==> src/rtl/fifo_rd_arb.sv <==
// Multi-channel FIFO read controller: round-robin pop arbitration and read pointers.
// Optional per-channel grant counters are enabled with FIFO_RD_STATS_EN.
module fifo_rd_arb #(
    parameter int NUM_CH   = 4,
    parameter int MEM_SIZE = 4,
    parameter int PTR_L    = 3,
    parameter int CH_W     = 2
) (
    input  logic                    clk,
    input  logic                    reset,
    input  logic                    fifo_rd,
    input  logic [NUM_CH-1:0]       fifo_empty,
    input  logic [NUM_CH-1:0]       flush,
    output logic [NUM_CH*PTR_L-1:0] rd_ptr,
    output logic [NUM_CH-1:0]       pop,
    output logic [CH_W-1:0]         ch_sel,
`ifdef FIFO_RD_STATS_EN
    output logic [NUM_CH*16-1:0]    rd_count,
`endif
    output logic                    rd_valid
);

    logic [PTR_L-1:0]  ptr_q [NUM_CH];
    logic [PTR_L-1:0]  ptr_d [NUM_CH];
    logic [NUM_CH-1:0] pop_q, pop_d;
    logic [CH_W-1:0]   ch_sel_q, ch_sel_d;
    logic [CH_W-1:0]   last_grant_q, last_grant_d;
    logic              rd_valid_q, rd_valid_d;

    logic [NUM_CH-1:0] eligible;
    logic              hi_found, lo_found, grant_ok;
    logic [CH_W-1:0]   hi_idx, lo_idx, grant;

    // Round-robin: lowest eligible index above last_grant, else lowest at or below it.
    always_comb begin
        eligible = ~fifo_empty & ~flush;
        hi_found = 1'b0;
        lo_found = 1'b0;
        hi_idx   = '0;
        lo_idx   = '0;
        for (int unsigned i = 0; i < NUM_CH; i++) begin
            if (eligible[CH_W'(i)]) begin
                if (CH_W'(i) > last_grant_q) begin
                    if (!hi_found) begin
                        hi_found = 1'b1;
                        hi_idx   = CH_W'(i);
                    end
                end else if (!lo_found) begin
                    lo_found = 1'b1;
                    lo_idx   = CH_W'(i);
                end
            end
        end
        grant_ok = fifo_rd && (hi_found || lo_found);
        grant    = hi_found ? hi_idx : lo_idx;
    end

    always_comb begin
        pop_d        = grant_ok ? (NUM_CH'(1) << grant) : '0;
        rd_valid_d   = grant_ok;
        ch_sel_d     = grant_ok ? grant : ch_sel_q;
        last_grant_d = grant_ok ? grant : last_grant_q;
        for (int unsigned i = 0; i < NUM_CH; i++) begin
            ptr_d[i] = ptr_q[i];
            if (flush[i]) begin
                ptr_d[i] = '0;
            end else if (grant_ok && grant == CH_W'(i)) begin
                ptr_d[i] = (ptr_q[i] == PTR_L'(MEM_SIZE - 1)) ? '0 : ptr_q[i] + PTR_L'(1);
            end
        end
    end

    always_ff @(posedge clk) begin
        if (reset) begin
            for (int unsigned i = 0; i < NUM_CH; i++) begin
                ptr_q[i] <= '0;
            end
            pop_q        <= '0;
            ch_sel_q     <= '0;
            rd_valid_q   <= 1'b0;
            last_grant_q <= CH_W'(NUM_CH - 1);
        end else begin
            ptr_q        <= ptr_d;
            pop_q        <= pop_d;
            ch_sel_q     <= ch_sel_d;
            rd_valid_q   <= rd_valid_d;
            last_grant_q <= last_grant_d;
        end
    end

    always_comb begin
        rd_ptr = '0;
        for (int unsigned i = 0; i < NUM_CH; i++) begin
            rd_ptr[i*PTR_L +: PTR_L] = ptr_q[i];
        end
    end

    assign pop      = pop_q;
    assign ch_sel   = ch_sel_q;
    assign rd_valid = rd_valid_q;

`ifdef FIFO_RD_STATS_EN
    logic [15:0] cnt_q [NUM_CH];
    logic [15:0] cnt_d [NUM_CH];

    always_comb begin
        rd_count = '0;
        for (int unsigned i = 0; i < NUM_CH; i++) begin
            cnt_d[i] = cnt_q[i];
            if (flush[i]) begin
                cnt_d[i] = '0;
            end else if (grant_ok && grant == CH_W'(i) && cnt_q[i] != 16'hFFFF) begin
                cnt_d[i] = cnt_q[i] + 16'd1;
            end
            rd_count[i*16 +: 16] = cnt_q[i];
        end
    end

    always_ff @(posedge clk) begin
        if (reset) begin
            for (int unsigned i = 0; i < NUM_CH; i++) begin
                cnt_q[i] <= '0;
            end
        end else begin
            cnt_q <= cnt_d;
        end
    end
`endif

endmodule

==> config.mk <==
export PLATFORM = sky130hd
export DESIGN_NAME = fifo_rd_arb
export DESIGN_NICKNAME = d
export VERILOG_FILES = /design/src/rtl/fifo_rd_arb.sv
export SDC_FILE = /design/constraint.sdc
export NUM_CORES = 1
export LEC_CHECK = 0
export ABC_AREA = 1
export CORE_ASPECT_RATIO = 0.9
export CORE_UTILIZATION = 43
export DETAILED_ROUTE_END_ITERATION = 8
export PLACE_DENSITY = 0.84
export SLEW_MARGIN = 20
export SYNTH_ARGS = -nofsm -noshare
export SYNTH_HDL_FRONTEND = slang
export SYNTH_SLANG_ARGS = --single-unit
==> constraint.sdc <==
create_clock -name clk -period 1.4 [get_ports clk]
set_input_delay 0.28 -clock clk [delete_from_list [all_inputs] [get_ports clk]]
set_output_delay 0.28 -clock clk [all_outputs]
set_load 0.02 [all_outputs]
Word level (Yosys, flattened, before mapping)
Cells that the tools add are included.

Bits in registers: 21. Output and inout bits: 19. Word-level logic and storage cells: 79.

Add/sub/neg operators: 4. $lt $le $gt $ge: 4. Equal/unequal tests: 7. Shifts and indexed selects: 1. Mux-type cells: 39. Bitwise operators: 4. Reduce and logical (&&, ||, !) cells: 12.

Operators with widths (number): 2-bit two-way mux (13); 1-bit two-way mux (22); 3-bit by 1-bit adder with 3-bit output, second input constant (4); 3-bit by 2-bit == test with 1-bit output, second input constant (4); 3-bit two-way mux (4); 2-bit OR reduction (5); 4-bit NOT (2); 1-bit logical AND (5); 4-bit bitwise AND (1); 2-bit == test, second input constant (2); 1-bit by 2-bit greater-than comparator with 1-bit output, first input constant (2); 2-bit greater-than comparator, first input constant (2); 1-bit by 2-bit left shift with 4-bit output, first input constant (1); 2-bit by 1-bit == test with 1-bit output, second input constant (1); 2-bit zero test (1); 1-bit logical OR (1); 1-bit NOT (1).

Longest topological paths before layout
Depth in word-level cells: 15. Gate-level depth with buffers: 12. Mapped depth without buffers: 12.

Worst setup path before layout
No wires, ideal clock.

Path kind: flip-flop to flip-flop. From: reg last_grant_q[1]. To: reg ptr_q, in the netlist rd_ptr[8]. Library setup time: 109 ps. Data arrival time: 1212 ps. Required time: 1291 ps. Path slack: 79 ps. Stages on the path, launching flop included: 12. Path buffers: 1. Cell sequence: dfxtp_1 nor2_1 nand2_2 nand3_2 nor2_2 nor2_4 buf_8 nand3_4 nor2_4 nand2_1 nand2_1 inv_1.

Word-level cells in the longest chain between the ends: 15.

Ends and longest elaborated chain: from (decl) (RTL line 27) `logic [CH_W-1:0] last_grant_q, last_grant_d;`; from (signal assigned) (RTL line 81) `last_grant_q <= CH_W'(NUM_CH - 1);`; from (signal assigned) (RTL line 87) `last_grant_q <= last_grant_d;`; 1-bit by 2-bit greater-than comparator with 1-bit output (RTL line 43) `if (CH_W'(i) > last_grant_q) begin`; 1-bit two-way mux (RTL line 43); 1-bit two-way mux (RTL line 42) `if (eligible[CH_W'(i)]) begin`; 1-bit two-way mux (on tied branches) (RTL line 48, 44); 1-bit two-way mux (RTL line 43); 1-bit two-way mux (RTL line 42); 2-bit two-way mux (on tied branches) (RTL line 48, 44); 2-bit two-way mux (RTL line 43); 2-bit two-way mux (RTL line 42); 2-bit two-way mux (on tied branches) (RTL line 48, 44); 2-bit two-way mux (RTL line 43); 2-bit two-way mux (RTL line 42); 2-bit two-way mux (RTL line 55) `grant = hi_found ? hi_idx : lo_idx;`; 2-bit == test (RTL line 67) `end else if (grant_ok && grant == CH_W'(i)) begin`; 1-bit logical AND * (RTL line 67); to (signal assigned) (RTL line 83) `ptr_q <= ptr_d;`; to (decl) (RTL line 23) `logic [PTR_L-1:0] ptr_q [NUM_CH];`.

Every way passes the cells marked *; elsewhere a longest branch is shown, timed or not. A chain may end at the register's enable or synchronous reset.

Worst setup path in the final report
From: reg last_grant_q[1]. To: reg ptr_q, in the netlist rd_ptr[7].

The elaborated chain is that of the path after synthesis.

==> results.md <==
- Diodes inserted: 0
- Worst setup startpoint: last_grant_q[1]
- Synth Net Count: 180
- Crit path max fanout: 4
- Synth cell types: 24
- Mapped cell area: 0.001192 mm2
- Reg-to-Reg End: rd_ptr[7]
- Largest net degree at the start of global routing: 13
- Vias: 1224
- Setup WS post-layout: -0.09722 ns
- # hold bufs at CTS: 0
- FF-to-FF Start: last_grant_q[1]
- Worst setup EP type: flop
- Wire per inst: approximately 14 um
- H-tree depth: 1
- Nets: about 240
- DRC: 5
- Vias in the first global route: 1091
- Peak Freq: approximately 0.67 GHz
- Slew Limit Fails: 0
- Peak VDD IR: roughly 0.00071 V
- Core ar.: roughly 0.0025 mm2
- Rows: 17
- Root Driver: clkbuf_4
- Cells after DPL: approximately 240
- FILL cells: 211
- Layout Cell Area excl Fill: about 0.0018 mm2
- RSZ-0062 raised after global routing: true
- First-pass detailed-route iteration total: 6
- Worst Hold Class: input port to flop
- FF-to-FF setup slack: -0.1 ns
- Clock sinks: 21
- DRT iter0 DRCs: 27
- P_leak: between 0.9 and 1 nW
- Starting Density: 0.4711
- Register bit total from synthesis: 21
- Hold Crit Depth: 4
- DP Area: ~0.0017 mm2
- Final setup viols: 12
- Final ANT Viol Nets: 0
- Setup crit end: rd_ptr[7]
- DP HPWL: roughly 2100 um
- Worst-skew pair later-pin latency: about 0.32 ns
- Yosys warns: 0
- Ratio of final minimum period to clock period: 1.069
- CTS tree: done
- Crit path DAT: roughly 1.7 ns
- Commonest non-fill, non-tap cells in the layout: 28 x nand2_1, 26 x nor2_1, 25 x dlygate4sd2_1, 23 x inv_1, 19 x dfxtp_1
- P per Cell Area: 784.7 mW/mm2
- Post-synthesis sequential area ratio: 0.3526
- Die ar.: 0.002988 mm2
- Crit start category: flop
- Max-cap violations: 0
- Io pins: 30
- Remaining Overflow, GRT: 0
- Overall routing resource usage: 0.2148
- First-pass GRT wire length: 4781 um
- Final Hold Vio Count: 0
- Die Y: 51.96 um
- Max Buffers Root-to-Sink: 2
- Tmin final: between 1 and 1.5 ns
- Via density: slightly below 5
- Syn Inst Count: about 170
- Max-slew headroom: 0.8249
- Clock slew seen by the registers of the worst setup and hold paths: 0.13 ns
- Layout cells sized above 1: 0.3516
- Worst reg-to-reg path cell count: 11
- Buffers on Ports: 29
- Critical Path RT: 1.63 ns
- Crit Path Class: flop to flop
- Initial antenna violation count: 0
- Worst-Margin Slew: between 0.2 and 0.3 ns
- Area grow syn2layout: 54.36%
- Skew final: 0.006604 ns
- Overall routed net length: 3396 um
- Chip width: roughly 58 um
- Routability Congestion: 0.8619
- Hold Startpoint: flush[0]
- Pre-CTS setup slack: -0.5397 ns
- Post-Layout Cell Count: roughly 250
- Syn Area/Cell: approximately 7.2 um2
- Most common cell after layout, fill and taps aside: nand2_1
- Status: complete, but fails checks
- Final core occ: 0.7271
- Failing checks: design-rule violations, negative setup slack
- CTS Buf Count: 3
-- logic make-up after synthesis --
logic type / Yosys count / share of synthesized area
AO/OA/AOI/OAI: 13 / 0.06925
adder cells (fa/ha/maj): 4 / 0.04197
buffers and inverters: 31 / 0.1070
flip-flops: 21 / 0.3526
AND/OR/NAND/NOR: 96 / 0.4292
-- per-stage QoR --
step / power (W) / hold slack (ns) / TNS [ns]
after floorplan: 0.0008797 / 0.4339 / 0
after global placement: 0.001043 / 0.4539 / -8.310
after detailed placement: 0.001052 / 0.4558 / -9.608
after CTS: 0.001394 / 0.4403 / -0.09818
after global routing: 0.001513 / 0.4668 / -1.322
final: 0.001444 / 0.4345 / -0.4916
-- sequential cells by signal, summed over array words and instances (netlist names) --
name and count:
rd_valid 1, ch_sel 2, pop 4, last_grant_q 2, rd_ptr 12
-- metal layers --
metal | global-route usage | up-vias | part of all wire
li1 | - | 609 | -
met1 | 0.2523 | 563 | 0.41
met2 | 0.3760 | 42 | 0.52
met3 | 0.05970 | 10 | 0.052
met4 | 0.07317 | 0 | 0.024
met5 | 0 | - | 0
-- where the power goes --
part | total, W | leakage, nW | internal (W) | switching (W)
registers | 0.000648 | 0.171 | 0.000622 | 0.0000258
clock network | 0.000311 | 0.0177 | 0.000107 | 0.000204
logic | 0.000486 | 0.762 | 0.000211 | 0.000275
total | 0.00144 | 0.951 | 0.000940 | 0.000505
-- synthesized netlist by cell type --
cell type,number,area share
a21oi_1,7,0.029
inv_1,25,0.079
nor3_1,2,0.0084
nand3_2,4,0.034
inv_2,4,0.013
a21oi_4,1,0.014
o21ai_1,1,0.0042
ha_1,4,0.042
nand3_1,2,0.0084
nor2_4,4,0.038
nor2_1,29,0.091
nand2_2,9,0.047
o211ai_1,2,0.013
nor2_8,1,0.017
nand2_1,37,0.12
nand2_4,2,0.019
dfxtp_1,21,0.35
a31oi_1,1,0.0052
nand4_1,1,0.0052
nor2_2,3,0.016
o21ai_0,1,0.0042
clkbuf_1,1,0.0031
buf_8,1,0.013
nand3_4,2,0.029
-- worst max-delay path, cell delays in order, from the launching register on --
cell	delay, ns
dfxtp_4	0.43
inv_4	0.06
nand2_4	0.07
nand2_4	0.06
nand2_4	0.09
nor2_4	0.04
nor2_4	0.14
buf_6	0.14
buf_6	0.10
nand4_1	0.14
nand2_1	0.10
nor2_1	0.04
-- worst min path at each step --
| stage | endpoint | slack [ns] |
|---|---|---|
| 2_1_floorplan | rd_ptr[8] | 0.43 |
| 3_3_place_gp | ch_sel[0] | 0.45 |
| 3_5_place_dp | ch_sel[0] | 0.46 |
| 4_1_cts | rd_ptr[2] | 0.44 |
| 5_1_grt | rd_ptr[1] | 0.47 |
| 6_report | rd_ptr[2] | 0.43 |
-- timing repair --
action / 4_1_cts / 5_1_grt
hold endpoints to repair: 0 / 0
pin swaps: 16 / 16
setup buffers: 4 / 5
endpoints found under the setup margin: 39 / 19
gates resized for setup: 54 / 22
-- final cells by class --
type / count / area (um2) / area share
Tap cell: 28 / 35.03 / 0.01903
Clock buffer: 3 / 22.52 / 0.01224
Inverter: 29 / 113.9 / 0.06186
Clock inverter: 1 / 5.005 / 0.002719
Multi-Input combinational cell: 113 / 767.0 / 0.4167
Timing Repair Buffer: 52 / 469.2 / 0.2549
Sequential cell: 21 / 427.9 / 0.2325
Note: power is estimated with default switching activity, not from simulation.
